===== config.mk =====
export PLATFORM = sky130hd
export DESIGN_NAME = line_writeback_flat
export DESIGN_NICKNAME = d
export VERILOG_FILES = /design/src/rtl/line_writeback_if.sv /design/src/rtl/line_writeback.sv /design/src/flat_wrapper.sv
export SDC_FILE = /design/constraint.sdc
export NUM_CORES = 1
export LEC_CHECK = 0
export BUFFER_PORTS_ARGS = -buffer_cell sky130_fd_sc_hd__buf_2
export CAP_MARGIN = 20
export CORE_MARGIN = 5
export CORE_UTILIZATION = 35
export DETAILED_ROUTE_END_ITERATION = 16
export GPL_ROUTABILITY_DRIVEN = 0
export GPL_TIMING_DRIVEN = 0
export PLACE_DENSITY = 0.61
export SLEW_MARGIN = 20
export SYNTH_ARGS = -nofsm -noshare
export SYNTH_HDL_FRONTEND = slang
export SYNTH_SLANG_ARGS = --single-unit

===== constraint.sdc =====
create_clock -name clk -period 39.9 [get_ports clk]
set_clock_uncertainty 0.2 [all_clocks]
set_input_delay 7.98 -clock clk [delete_from_list [all_inputs] [get_ports clk]]
set_output_delay 7.98 -clock clk [all_outputs]
set_load 0.02 [all_outputs]

===== src/rtl/line_writeback_if.sv =====
// Bus-side signal bundle for the cache-line write-back initiator: the
// arbiter handshake plus the main system bus request channel.
interface line_writeback_if #(
  parameter int BUS_DATA_WIDTH = 64,
  parameter int BUS_TAG_WIDTH  = 13
);
  logic                      abtr_grant;
  logic                      abtr_reqcyc;
  logic                      bus_busy;
  logic                      main_bus_reqcyc;
  logic [BUS_DATA_WIDTH-1:0] main_bus_req;
  logic [BUS_TAG_WIDTH-1:0]  main_bus_reqtag;
  logic                      main_bus_reqack;

  // The write-back block drives requests and sees grant/acknowledge.
  modport master (
    input  abtr_grant,
    input  main_bus_reqack,
    output abtr_reqcyc,
    output bus_busy,
    output main_bus_reqcyc,
    output main_bus_req,
    output main_bus_reqtag
  );

  // Arbiter / memory side of the same bundle.
  modport slave (
    output abtr_grant,
    output main_bus_reqack,
    input  abtr_reqcyc,
    input  bus_busy,
    input  main_bus_reqcyc,
    input  main_bus_req,
    input  main_bus_reqtag
  );
endinterface


===== src/rtl/line_writeback.sv =====
// Cache-line write-back initiator. Captures a 64-byte-aligned address and a
// full line, wins the bus through the arbiter, sends one address beat and
// then eight data beats (lowest first), and raises ready when done.
// Outputs depend only on registered state, so an asynchronous reset clears
// them immediately.
module line_writeback #(
  parameter int BUS_DATA_WIDTH = 64,
  parameter int BUS_TAG_WIDTH  = 13
) (
  input  logic                        clk,
  input  logic                        reset,
  input  logic                        enable,
  input  logic [63:0]                 addr,
  input  logic [8*BUS_DATA_WIDTH-1:0] data,
  output logic                        ready,
  line_writeback_if.master            bus
);

  localparam int SYSBUS_WRITE  = 0;
  localparam int SYSBUS_MEMORY = 1;
  localparam logic [BUS_TAG_WIDTH-1:0] WR_TAG =
    BUS_TAG_WIDTH'((SYSBUS_WRITE << 12) | (SYSBUS_MEMORY << 8));

  // Clearing the low six bits aligns the address to the 64-byte line.
  localparam logic [63:0] LINE_ADDR_MASK = ~64'h3F;

  typedef enum logic [2:0] {
    S_IDLE,
    S_ARB,
    S_ADDR,
    S_DATA,
    S_DONE
  } state_t;

  state_t                      state_reg, state_next;
  logic [2:0]                  beat_reg, beat_next;
  logic [63:0]                 addr_reg;
  logic [8*BUS_DATA_WIDTH-1:0] line_reg;
  logic                        capture;
  logic [BUS_DATA_WIDTH-1:0]   beat_word [8];

  // A new line is only accepted when no transfer is in flight.
  assign capture = enable && (state_reg == S_IDLE || state_reg == S_DONE);

  // Split the latched line into its eight bus beats.
  for (genvar gi = 0; gi < 8; gi++) begin : g_beat
    assign beat_word[gi] = line_reg[gi*BUS_DATA_WIDTH +: BUS_DATA_WIDTH];
  end

  // State, beat counter and captured line/address registers.
  always_ff @(posedge clk or posedge reset) begin
    if (reset) begin
      state_reg <= S_IDLE;
      beat_reg  <= 3'd0;
      addr_reg  <= '0;
      line_reg  <= '0;
    end else begin
      state_reg <= state_next;
      beat_reg  <= beat_next;
      if (capture) begin
        addr_reg <= addr & LINE_ADDR_MASK;
        line_reg <= data;
      end
    end
  end

  // Next-state logic and state-decoded outputs.
  always_comb begin
    state_next          = state_reg;
    beat_next           = beat_reg;
    ready               = 1'b0;
    bus.abtr_reqcyc     = 1'b0;
    bus.bus_busy        = 1'b0;
    bus.main_bus_reqcyc = 1'b0;
    bus.main_bus_req    = '0;
    bus.main_bus_reqtag = '0;
    case (state_reg)
      S_IDLE: begin
        if (enable) state_next = S_ARB;
      end
      S_ARB: begin
        bus.abtr_reqcyc = 1'b1;
        if (bus.abtr_grant) state_next = S_ADDR;
      end
      S_ADDR: begin
        bus.bus_busy        = 1'b1;
        bus.main_bus_reqcyc = 1'b1;
        bus.main_bus_req    = BUS_DATA_WIDTH'(addr_reg);
        bus.main_bus_reqtag = WR_TAG;
        beat_next           = 3'd0;
        if (bus.main_bus_reqack) state_next = S_DATA;
      end
      S_DATA: begin
        // Memory takes one beat per cycle; there is no back-pressure.
        bus.bus_busy        = 1'b1;
        bus.main_bus_reqcyc = 1'b1;
        bus.main_bus_req    = beat_word[beat_reg];
        bus.main_bus_reqtag = WR_TAG;
        beat_next           = beat_reg + 3'd1;
        if (beat_reg == 3'd7) state_next = S_DONE;
      end
      S_DONE: begin
        ready = 1'b1;
        if (enable) state_next = S_ARB;
      end
      default: begin
        state_next = S_IDLE;
      end
    endcase
  end

endmodule


===== src/flat_wrapper.sv =====
// flat-port wrapper written by rule: the top's interface ports become plain ports
module line_writeback_flat 
#(
  parameter int BUS_DATA_WIDTH = 64,
  parameter int BUS_TAG_WIDTH  = 13
)
  (clk, reset, enable, addr, data, ready, bus_abtr_grant, bus_main_bus_reqack, bus_abtr_reqcyc, bus_bus_busy, bus_main_bus_reqcyc, bus_main_bus_req, bus_main_bus_reqtag);
  line_writeback_if #(.BUS_DATA_WIDTH(BUS_DATA_WIDTH), .BUS_TAG_WIDTH(BUS_TAG_WIDTH)) bus_i ();
  input  logic clk;
  input  logic reset;
  input  logic enable;
  input  logic [63:0] addr;
  input  logic [8*BUS_DATA_WIDTH-1:0] data;
  output logic ready;
  input wire logic [$bits(bus_i.abtr_grant)-1:0] bus_abtr_grant;
  input wire logic [$bits(bus_i.main_bus_reqack)-1:0] bus_main_bus_reqack;
  output wire logic [$bits(bus_i.abtr_reqcyc)-1:0] bus_abtr_reqcyc;
  output wire logic [$bits(bus_i.bus_busy)-1:0] bus_bus_busy;
  output wire logic [$bits(bus_i.main_bus_reqcyc)-1:0] bus_main_bus_reqcyc;
  output wire logic [$bits(bus_i.main_bus_req)-1:0] bus_main_bus_req;
  output wire logic [$bits(bus_i.main_bus_reqtag)-1:0] bus_main_bus_reqtag;
  assign bus_i.abtr_grant = bus_abtr_grant;
  assign bus_i.main_bus_reqack = bus_main_bus_reqack;
  assign bus_abtr_reqcyc = bus_i.abtr_reqcyc;
  assign bus_bus_busy = bus_i.bus_busy;
  assign bus_main_bus_reqcyc = bus_i.main_bus_reqcyc;
  assign bus_main_bus_req = bus_i.main_bus_req;
  assign bus_main_bus_reqtag = bus_i.main_bus_reqtag;
  line_writeback #(.BUS_DATA_WIDTH(BUS_DATA_WIDTH), .BUS_TAG_WIDTH(BUS_TAG_WIDTH)) u_core (.clk(clk), .reset(reset), .enable(enable), .addr(addr), .data(data), .ready(ready), .bus(bus_i));
endmodule

### Word-level counts from Yosys, hierarchy flattened

Cells that the tools add are included.

* bits in registers: 576
* output and inout bits: 81
* word-level logic and storage cells: 37

* $add $sub $neg: 1
* magnitude comparators: 1
* eq/ne operators: 9
* mux-type cells: 14
* bitwise gates (word level): 1
* reduce and logical (&&, ||, !) cells: 7

Operators with widths (number)
* binary-select mux 64 bit (select 3 bit): 1
* 2-to-1 mux 64 bit: 2
* case mux 64 bit (2 select lines): 1
* 2-to-1 mux 3 bit: 4
* case mux 3 bit (4 select lines): 1
* 2-to-1 mux 9 bit: 1
* == test 3 x 2 -> 1 bit, second input constant: 2
* == test 3 bit, second input constant: 2
* case mux 3 bit (2 select lines): 1
* >= comparator 4 bit, second input constant: 1
* != test 2 x 1 -> 1 bit, second input constant: 2
* != test 2 bit, second input constant: 2
* NOT 3 -> 4 bit: 1
* AND reduction 4 bit: 1
* OR reduction 2 bit: 2
* adder 3 x 1 -> 3 bit, second input constant: 1
* == test 3 x 1 -> 1 bit, second input constant: 1
* logical NOT 3 bit: 1
* 2-to-1 mux 1 bit: 3
* nonzero test 2 bit: 1
* logical AND 1 bit: 1
* logical OR 1 bit: 1

### Longest topological paths before layout

Gate-level depths: netlist (run 1).

* depth after elaboration: 5
* mapped depth: 6
* depth with buffers taken out: 6

### Least setup slack after synthesis (run 1)

Ideal clock, no wire load.

* path kind: register to output
* start point: reg u_core.state_reg[2]
* end point: out bus_main_bus_req[15]
* arrival time: 1860 ps
* data required time: 31720 ps
* setup slack: 29860 ps
* stages on the path, launching flop included: 7
* buffers on the path: 2
* cell sequence: dfrtp_1 -> nand2b_1 -> inv_1 -> nand2_1 -> buf_2 -> buf_2 -> o31ai_1

* cells in the longest elaborated chain, start to end: 2
* elaborated cells on any way between the ends: 3
* those cells by class: 2 x eq/ne; 1 x mux

Ends and longest elaborated chain
* from (decl): RTL line line_writeback.sv:35 `state_t state_reg, state_next;`
* from (signal assigned): RTL line line_writeback.sv:58 `state_reg <= state_next;`
* == test 3 x 2 -> 1 bit: RTL line line_writeback.sv:77 `case (state_reg)`
* case mux 64 bit (2 select lines) *: RTL line line_writeback.sv:77
* to (decl): RTL line flat_wrapper.sv:20 `output wire logic [$bits(bus_i.main_bus_req)-1:0] bus_main_bus_req;`

Mark *: on every way between the ends. The rest lies on a longest branch, timed or not.

### Worst setup path in the final report (run 1)

* start point: reg u_core.beat_reg[1]
* end point: out bus_main_bus_req[19]

* cells in the longest elaborated chain, start to end: 5

Ends and longest elaborated chain
* from (decl): RTL line line_writeback.sv:36 `logic [2:0] beat_reg, beat_next;`
* from (signal assigned): RTL line line_writeback.sv:59 `beat_reg <= beat_next;`
* NOT 3 -> 4 bit (implied by the code): RTL line line_writeback.sv:97 `bus.main_bus_req = beat_word[beat_reg];`
* binary-select mux 64 bit (select 3 bit): RTL line line_writeback.sv:97
* 2-to-1 mux 64 bit (implied by the code) (2 in series): RTL line line_writeback.sv:97
* case mux 64 bit (2 select lines): RTL line line_writeback.sv:77

No other way between the ends. The select of a mux whose other input is x is not followed.

==> results.md, run 1 <==
- Largest net degree at the start of global routing: between 100 and 150
- Final TNS setup: 0 ns
- Cell count after placement: roughly 3400
- Port Buffers: 643
- Syn Area/Cell: around 15 um^2
- Crit-path cells: buf_2 > nand2_1 > buf_2 > buf_1 > o22ai_1 > o31ai_1 > buf_2
- Pwr Density: roughly 85 mW/mm^2
- CTS sink cnt: 576
- WL per Instance: ~29 um
- CTS Buf Count: between 60 and 70
- Height of the die: ~280 um
- CTS Buffer Depth: 3
- Number of global-route vias before repair: 20100
- Clock root cell: clkbuf_16
- Ys async rst share: 100%
- Clock latency on the worst-skew pair: ~0.58 ns
- Worst-path clk slew: 0.06 ns
- Peak supply drop: ~0.038 mV
- Yosys top cell by area: dfrtp_1
- Top-area cell type share of the netlist area: 55.3%
- Syn-to-layout area delta: 26.0%
- Reg2reg start: u_core.state_reg[0]
- Routed Antenna Nets: 0
- Max_cap viols: 0
- Worst-path maximum fanout: 10
- Hold crit path type: flop to flop
- Vias: about 18000
- Setup violators final: 0
- Worst Path Arrival: between 3 and 4 ns
- Initial antenna violation count: 45
- Max reg flops: between 500 and 600
- Sequential area share after synthesis: between 50 and 60%
- DR pass1 iterations: 6
- Most frequent cell after synthesis: dfrtp_1
- GRT Overall Usage: approximately 25%
- Slew Limit Fails: 0
- Post-synthesis cell count: between 1500 and 2000
- Core area: 0.0742 mm^2
- CP startpoint: u_core.beat_reg[1]
- Status: complete, no violations
- # DRC: 0
- Fin. Hold Viols: 0
- Mapped Area: 0.0261 mm^2
- Clock Power Share: a little over a fifth
- Footprint of the multi-input gates: around 0.011 mm^2
- Synth Warn #: 0
- CP max-delay cell: buf_1
- Initial Util: a little over a third
- Tmin final: between 10 and 15 ns
- Storage element area: between 0.01 and 0.015 mm^2
- Worst Hold Launch: u_core.line_reg[271]
- RSZ-0062 raised after global routing: false
- Logic gate share of total power: a little over two fifths
- Initial DRC Count: 1027
- Synth unique cells: 26
- Total wire length: 101 mm
- CTS resizes: 0
- Max stage delay on crit path: around 0.62 ns
- CTS H-tree lvls: 3
- Fmax: approximately 86 MHz
- CP Capture Type: primary output
- Synth Flop Type: dfrtp_1
- Worst-Margin Slew: around 0.91 ns
- Row Count: 100
- CP required: ~32 ns
- Pleak: ~0.015 uW
- Net count, final: 3060
- Grt total ovfl: 0
- Final Worst Setup Slack: 28.28 ns
- Final Cycle Share: 29.1%
- Number of synthesized register bits: 576
- Seq pwr share: between 30% and 40%
- Internal power: roughly 1800 uW
- First-pass GRT wire length: between 100 and 150 mm
- Layout cells sized above 1: around 57%
- Most common cell on crit path: buf_2
- Crit path max-delay family: buffers and inverters
- Io pins: 662
- EDFF count, synth: 0
- CTS tree: done
- Die span in x: around 280 um
- FILL cells: a little under 7000
- Pre-CTS setup slack: between 20 and 30 ns
- DP HPWL: about 80 mm
- Via density: 5.18
- Worst path bufs/invs: 4
- Die area: ~0.08 mm^2
- Top cells by count, synth: dfrtp_1, mux2_2, mux2_1
- Postcts setup bufs: 0
- Switching share of power: between 30% and 40%
- Net switching power figure: 1030 uW
- Crit Path Class: flop to primary output
- Worst rel slew slack: 39.3%
- Ranking of synthesized cells by area: dfrtp_1, mux2_2, mux2_1
- Layout Cells excl Fill: approximately 3500
- CTS Hold Bufs: 0
- CP Launch Type: flop
[routing by layer]
metal	global-route usage [%]	wire, um	share of wire [%]
met3	5.06	5610	5.5
met4	7.58	2830	2.8
met5	0	162	0.16
met2	41.1	49700	49
met1	33.0	42900	42
[final cells by class]
type                    instances  share of cell area, %
flip-flops and latches        576                   43.9
plain buffers                 139                   2.59
clock buffers                  97                   5.79
repair buffers                648                   10.2
inverters                       4                 0.0686
well taps                     969                   3.69
clock inverters                17                  0.518
multi-input cells            1040                   33.0
diodes                         33                  0.251
[logic make-up after synthesis]
logic type / after synthesis / share of synthesized area (%)
flops: 576 / 55.3
buf+inv: 143 / 3.32
simple gates: 142 / 2.14
mux: 763 / 36.0
other cells: 1 / 0.0144
compound gates: 121 / 3.18
fa+ha+maj: 2 / 0.0960
[cell usage in the layout (no fill, tap or decap)]
cell       netlist  routed
nor3b_1          1       1
o31ai_1         58      58
diode_2          0      33
clkinv_4         0       5
nand2b_1         3       3
o21ai_0          1       1
ha_1             2       2
inv_16           0       1
inv_8            0       1
mux2_1         189     189
buf_4           40      40
nand3b_1         1       1
o2bb2ai_1        1       1
bufinv_16        0       1
buf_6           13      13
clkinv_8         0       1
nor3_2           1       1
o21bai_1         1       1
clkbuf_16        0      68
mux2_2         498     498
clkinv_2         0       5
buf_1            4       4
o22ai_1         58      58
clkbuf_1        18      38
inv_1            4       3
a21oi_1          2       2
buf_2           64     707
clkbuf_8         0       9
buf_16           0       5
nor2_1          67      67
nand2_1         67      67
inv_6            0       4
nand3_1          2       2
mux2i_1          6       6
mux4_2          70      70
conb_1           1      12
dfrtp_1        576     576
[through the flow]
step,area [um^2],total power (uW),hold WS [ns],utilization (%)
2_1_floorplan,26100,1760,0.247,-
3_3_place_gp,30500,2190,0.262,41.2
3_5_place_dp,30700,2220,0.271,41.4
4_1_cts,32800,2820,0.283,44.1
5_1_grt,32800,2940,0.295,44.2
6_report,32800,2800,0.282,44.3
[path summary, 6_finish.rpt]
check	endpoint	slack, ns	cells after the start
max	bus_main_bus_req[19]	28.28	7
min	u_core.line_reg[271]	0.28	1
max reg2reg	u_core.line_reg[330]	37.26	6
min reg2reg	u_core.line_reg[271]	0.28	1
max in group asynchronous	u_core.line_reg[8]	30.61	4
min in group asynchronous	u_core.line_reg[484]	7.30	2
[power by group through the flow]
stage / logic [uW] / registers (uW) / clock network [uW]
final: 1170 / 1040 / 590
after global routing: 1250 / 1070 / 626
after CTS: 1180 / 1040 / 602
after detailed placement: 1180 / 1050 / 0
after global placement: 1160 / 1030 / 0
after floorplan: 778 / 986 / 0
(Power assumes the default switching activity.)
==> inputs of run 2 (changes only) <==
- PLACE_DENSITY: 0.61 -> 0.63
- clock period: 39.9 -> 10.05 ns (I/O delays scaled with it)
==> results.md, run 2 (same netlist as run 1, synthesis figures left out) <==
- Via density: 5.22 (was 5.18)
- Die area: 0.0800 mm^2 (unchanged)
- Max stage delay on crit path: 0.66 ns (was 0.62 ns)
- Most common cell on crit path: buf_2 (unchanged)
- Cell count after placement: 3390 (was 3376)
- Peak supply drop: 0.143 mV (was 0.0381 mV)
- Row Count: 100 (unchanged)
- Most common cell after layout, fill and taps aside: buf_2 (unchanged)
- DR pass1 iterations: 5 (was 6)
- Final Cycle Share: a little under three fifths
- Final hold slack: 0.279 ns (was 0.282 ns)
- Total wire length: 103 mm (was 101 mm)
- GRT Overall Usage: 24.9% (was 24.7%)
- Port Buffers: 643 (unchanged)
- # DRC: 0 (unchanged)
- Layout Cells excl Fill: 3543 (was 3523)
- Max_cap viols: 0 (unchanged)
- Status: complete, no violations (unchanged)
- Crit path depth: 7 (unchanged)
- Worst Hold Depth: 1 (unchanged)
- Routed Antenna Nets: 0 (unchanged)
- Storage element area: 0.0144 mm^2 (unchanged)
- Slew Limit Fails: 0 (unchanged)
- Fin. Hold Viols: 0 (unchanged)
- Number of global-route vias before repair: 20400 (was 20100)
- CTS tree: done (unchanged)
- Crit path max-delay family: buffers and inverters (unchanged)
- Reg2reg path depth: 6 (unchanged)
- Footprint of the multi-input gates: 0.0108 mm^2 (unchanged)
- Worst-Margin Slew: 0.991 ns (was 0.911 ns)
- Pwr Density: 340 mW/mm^2 (was 85.3 mW/mm^2)
- WL per Instance: 29.0 um (was 28.7 um)
- CP Capture Type: primary output (unchanged)
- Hold crit path type: flop to flop (unchanged)
- Clock root cell: clkbuf_16 (unchanged)
- Net count, final: 3073 (was 3060)
- DP HPWL: 80.9 mm (was 79.8 mm)
- RSZ-0062 raised after global routing: false (unchanged)
- First-pass GRT wire length: 145 mm (about the same)
- Max reg flops: 512 (unchanged)
- Crit Path Class: flop to primary output (unchanged)
- FILL cells: 6740 (was 6813)
- CTS Hold Bufs: 0 (unchanged)
- Worst-path maximum fanout: 11 (was 10)
- CTS H-tree lvls: 3 (unchanged)
- Worst-path clk slew: 0.06 ns (about the same)
- Crit-path cells: buf_2 > nand2_1 > buf_2 > buf_1 > o22ai_1 > o31ai_1 > buf_2 (unchanged)
- CP Launch Type: flop (unchanged)
- CP max-delay cell: buf_1 (unchanged)
- Worst Path Arrival: 3.48 ns (was 3.44 ns)
- Commonest cells after routing, fill and taps aside: buf_2, dfrtp_1, mux2_2 (unchanged)
- Postcts setup bufs: 0 (unchanged)
- CTS Buf Count: 67 (was 68)
- Layout cells sized above 1: 57.6% (was 56.7%)
- CTS sink cnt: 576 (unchanged)
- Tmin final: around 5.7 ns
- Initial antenna violation count: 51 (was 45)
- Vias: 18500 (was 18200)
- Initial Util: 35.1% (unchanged)
- CTS resizes: 0 (unchanged)
- Core area: 0.0742 mm^2 (unchanged)
- Die span in x: 283 um (unchanged)
- Clock latency on the worst-skew pair: 0.61 ns (was 0.58 ns)
- Pleak: 0.0149 uW (was 0.0147 uW)
- Setup violators final: 0 (unchanged)
- Initial DRC Count: 1018 (was 1027)
- Worst path bufs/invs: 4 (unchanged)
- Largest net degree at the start of global routing: 37 (was 108)
- Grt total ovfl: 0 (unchanged)
- Fmax: ~180 MHz
- Syn-to-layout area delta: 27.8% (was 26.0%)
- CP required: 7.84 ns (was 31.72 ns)
- CTS Buffer Depth: 3 (unchanged)
- Worst rel slew slack: 33.9% (was 39.3%)
- Io pins: 662 (unchanged)
- Height of the die: 283 um (unchanged)
[run 2: cell types whose count changed in the layout (fill, tap and decap cells not counted), sizes merged]
cell      delta
inv          -2
clkinvlp     +9
clkbuf      -11
bufinv       +5
buf         +14
clkinv       +2
diode        +3
[run 2: cell type report]
class / count / area share, %
sequential: 576 / 43.3
multi-input combinational: 1040 / 32.5
timing repair buffer: 662 / 10.8
clock buffer: 86 / 5.76
tap: 969 / 3.64
buffer: 139 / 2.55
clock inverter: 31 / 1.13
antenna: 36 / 0.270
inverter: 4 / 0.0563
[run 2: report_power, final]
part           switching (uW)  internal [uW]
clock                    1040           1510
combinational            2450           2190
sequential                642           3510
[run 2: worst paths after layout]
check	start	slack (ns)	endpoint
min	u_core.line_reg[357]	0.28	u_core.line_reg[357]
min reg2reg	u_core.line_reg[357]	0.28	u_core.line_reg[357]
min in group asynchronous	reset	1.11	u_core.line_reg[419]
max in group asynchronous	reset	6.33	u_core.line_reg[10]
max	u_core.beat_reg[1]	4.36	bus_main_bus_req[53]
max reg2reg	u_core.state_reg[0]	7.47	u_core.line_reg[337]
[run 2: through the flow]
step | utilization (%) | instance area [um^2] | worst slack (ns) | TNS, ns | total power, uW
after floorplan | - | 26100 | -0.00753 | -4.33 | 7000
after global routing | 44.9 | 33300 | 4.12 | 0 | 11900
after global placement | 41.2 | 30500 | -3.11 | -1721.46 | 8660
final | 44.9 | 33300 | 4.36 | 0 | 11300
after detailed placement | 41.7 | 30900 | 4.83 | 0 | 8830
after CTS | 44.8 | 33200 | 4.14 | 0 | 11400
[run 2: per-layer routing]
layer  vias to the layer above  wire length (um)  global-route usage, %
met5                         -               133                      0
met4                        22              3330                   8.74
met3                       167              6350                   5.27
met2                       701             50200                   41.8
met1                      9712             42600                   32.3
li1                       7903                 -                      -
[run 2: worst reg2reg max path: stages, from the launching register on]
cell	delay, ns
dfrtp_1	0.35
buf_2	0.18
nor3_2	0.40
buf_2	0.44
buf_6	0.29
buf_6	0.25
mux2_1	0.35
==> inputs of run 3 (changes only) <==
- ABC_AREA: not set -> 1
- PLACE_DENSITY: 0.63 -> 0.6
- clock period: 10.05 -> 5.6 ns (I/O delays scaled with it)
==> results.md, run 3 <==
- Fin. Hold Viols: 0 (unchanged)
- Post-synthesis cell count: 3379 (was 1748)
- Status: complete, no violations (unchanged)
- Most common cell on crit path: buf_2 (unchanged)
- Fmax: 215 MHz
- Clock latency on the worst-skew pair: 0.60 ns (was 0.61 ns)
- DP HPWL: 103 mm (was 80.9 mm)
- Reg2reg path depth: 5 (was 6)
- Port Buffers: 643 (unchanged)
- Met2 Usage GRT: 46.2% (was 41.8%)
- Worst-Margin Slew: 1.09 ns (was 0.991 ns)
- Most frequent cell after synthesis: nand2_1 (was dfrtp_1)
- Net count, final: 4707 (was 3073)
- CP max-delay cell: buf_2 (was buf_1)
- Routed Antenna Nets: 0 (unchanged)
- Synth unique cells: 23 (was 26)
- Worst Path Arrival: 3.32 ns (was 3.48 ns)
- Ys async rst share: 100% (unchanged)
- Ranking of synthesized cells by area: dfrtp_1, nand2_1, a21oi_1 (was dfrtp_1, mux2_2, mux2_1)
- Layout cells sized above 1: 23.5% (was 57.6%)
- DR pass1 iterations: 8 (was 5)
- Grt total ovfl: 0 (unchanged)
- Commonest cells after routing, fill and taps aside: buf_2, nand2_1, dfrtp_1 (was buf_2, dfrtp_1, mux2_2)
- Top cells by count, synth: nand2_1, dfrtp_1, nor2_1 (was dfrtp_1, mux2_2, mux2_1)
- Most common cell after layout, fill and taps aside: buf_2 (unchanged)
- Hold crit path type: flop to flop (unchanged)
- Worst-path maximum fanout: 10 (was 11)
- Max reg flops: 512 (unchanged)
- Final Worst Setup Slack: 0.959 ns (was 4.36 ns)
- CTS Buffer Depth: 3 (unchanged)
- CP Capture Type: primary output (unchanged)
- Final Cycle Share: between 80 and 90%
- Syn Area/Cell: 8.19 um^2 (was 14.9 um^2)
- Yosys top cell by area: dfrtp_1 (unchanged)
- Setup violators final: 0 (unchanged)
- CTS tree: done (unchanged)
- CTS Buf Count: 68 (was 67)
- Die span in x: 291 um (was 283 um)
- Top-area cell type share of the netlist area: 52.1% (was 55.3%)
- Io pins: 662 (unchanged)
- Die area: 0.0848 mm^2 (was 0.0800 mm^2)
- Postcts setup bufs: 0 (unchanged)
- Peak supply drop: 0.294 mV (was 0.143 mV)
- GR met1 Demand/Resource: 37.7% (was 32.3%)
- Initial Util: 35.2% (was 35.1%)
- Pre-CTS setup slack: 1.57 ns (was 4.83 ns)
- Vias: 26400 (was 18500)
- Via density: 5.05 (was 5.22)
- CP Launch Type: flop (unchanged)
- Clock root cell: clkbuf_16 (unchanged)
- Synth Flop Type: dfrtp_1 (unchanged)
- RSZ-0062 raised after global routing: false (unchanged)
- Sequential area share after synthesis: 52.1% (was 55.3%)
- CTS H-tree lvls: 3 (unchanged)
- Max stage delay on crit path: 0.49 ns (was 0.66 ns)
- Worst Hold Depth: 1 (unchanged)
- First-pass GRT wire length: 178 mm (was 145 mm)
- Total wire length: 127 mm (was 103 mm)
- Pwr Density: 586 mW/mm^2 (was 340 mW/mm^2)
- Crit-path cells: buf_2 > inv_2 > buf_2 > buf_2 > nand2_1 > nand3_1 > nand3_1 > nand2_1 > buf_2 (was buf_2 > nand2_1 > buf_2 > buf_1 > o22ai_1 > o31ai_1 > buf_2)
- Mapped Area: 0.0277 mm^2 (was 0.0261 mm^2)
- # DRC: 0 (unchanged)
- EDFF count, synth: 0 (unchanged)
- M3 GR Usage: 6.45% (was 5.27%)
- Pleak: 0.0185 uW (was 0.0149 uW)
- Initial DRC Count: 2361 (was 1018)
- Slew Limit Fails: 0 (unchanged)
- Worst-path clk slew: 0.06 ns (about the same)
- Worst rel slew slack: 27.3% (was 33.9%)
- Initial antenna violation count: 23 (was 51)
- Total Power: 20500 uW (was 11300 uW)
- Top Usage Layer GRT: met2 (unchanged)
- CTS Hold Bufs: 0 (unchanged)
- GRT Overall Usage: 28.9% (was 24.9%)
- Number of global-route vias before repair: 26500 (was 20400)
- Core area: 0.0787 mm^2 (was 0.0742 mm^2)
- Height of the die: 291 um (was 283 um)
- Synth Warn #: 0 (unchanged)
- Tmin final: 4.64 ns
- CTS sink cnt: 576 (unchanged)
- CP required: 4.28 ns (was 7.84 ns)
- CTS resizes: 0 (unchanged)
- Largest net degree at the start of global routing: 34 (was 37)
- Max_cap viols: 0 (unchanged)
- Crit Path Class: flop to primary output (unchanged)
- WL per Instance: 24.3 um (was 29.0 um)
- Number of synthesized register bits: 576 (unchanged)
- Syn-to-layout area delta: 26.3% (was 27.8%)
- Row Count: 103 (was 100)
## run 3: final cells by class
class | instances | area [um^2]
Antenna cell | 12 | 30.0
Buffer | 236 | 1480
Clock buffer | 93 | 1960
Clock inverter | 26 | 278
Fill cell | 8017 | 43800
Inverter | 446 | 1680
Multi-Input combinational cell | 2132 | 10200
Sequential cell | 576 | 14400
Tap cell | 1050 | 1310
Timing Repair Buffer | 664 | 3660
## run 3: final timing paths
kind,start,to,slack [ns]
max in group asynchronous,reset,u_core.line_reg[87],3.40
min reg2reg,u_core.line_reg[68],u_core.line_reg[68],0.29
min in group asynchronous,reset,u_core.line_reg[276],0.35
min,u_core.line_reg[68],u_core.line_reg[68],0.29
max reg2reg,u_core.beat_reg[2],u_core.beat_reg[2],3.34
max,u_core.beat_reg[1],bus_main_bus_req[13],0.96
## run 3: metrics by stage
stage	hold WS [ns]	instances	TNS, ns	utilization, %	cell area [um^2]
2_1_floorplan	0.259	3390	-2054.90	-	27700
3_3_place_gp	0.270	5083	-4202.31	41.0	32300
3_5_place_dp	0.276	5104	0	41.5	32700
4_1_cts	0.289	5223	0	44.4	34900
5_1_grt	0.302	5228	0	44.4	35000
6_report	0.288	5235	0	44.4	35000
## run 3: power breakdown
| part | leakage [uW] | switching [uW] | internal [uW] |
|---|---|---|---|
| clock network | 0.00111 | 1870 | 2650 |
| logic | 0.0111 | 6360 | 2850 |
| registers | 0.00634 | 659 | 6120 |
| total | 0.0185 | 8890 | 11600 |
## run 3: kinds of logic after synthesis
logic type	synth area share [%]
other cells	0.0135
compound gates	9.35
fa+ha+maj	0.0904
simple gates	21.6
flops	52.1
mux	5.45
buf+inv	11.4
## run 3: critical path, delay by kind of cell, from the launching register on
| family | cells | cell delay (ns) |
|---|---|---|
| buf+inv | 5 | 1.48 |
| flops | 1 | 0.38 |
| simple gates | 4 | 0.83 |
## run 3: per-layer routing
metal  share of wire [%]  vias to the layer above  routed length (um)
met3                 8.2                      264               10400
met4                 5.4                       16                6820
met1                  40                    12900               51300
met2                  46                     1154               58500
met5               0.072                        -                  92
li1                    -                    12100                   -
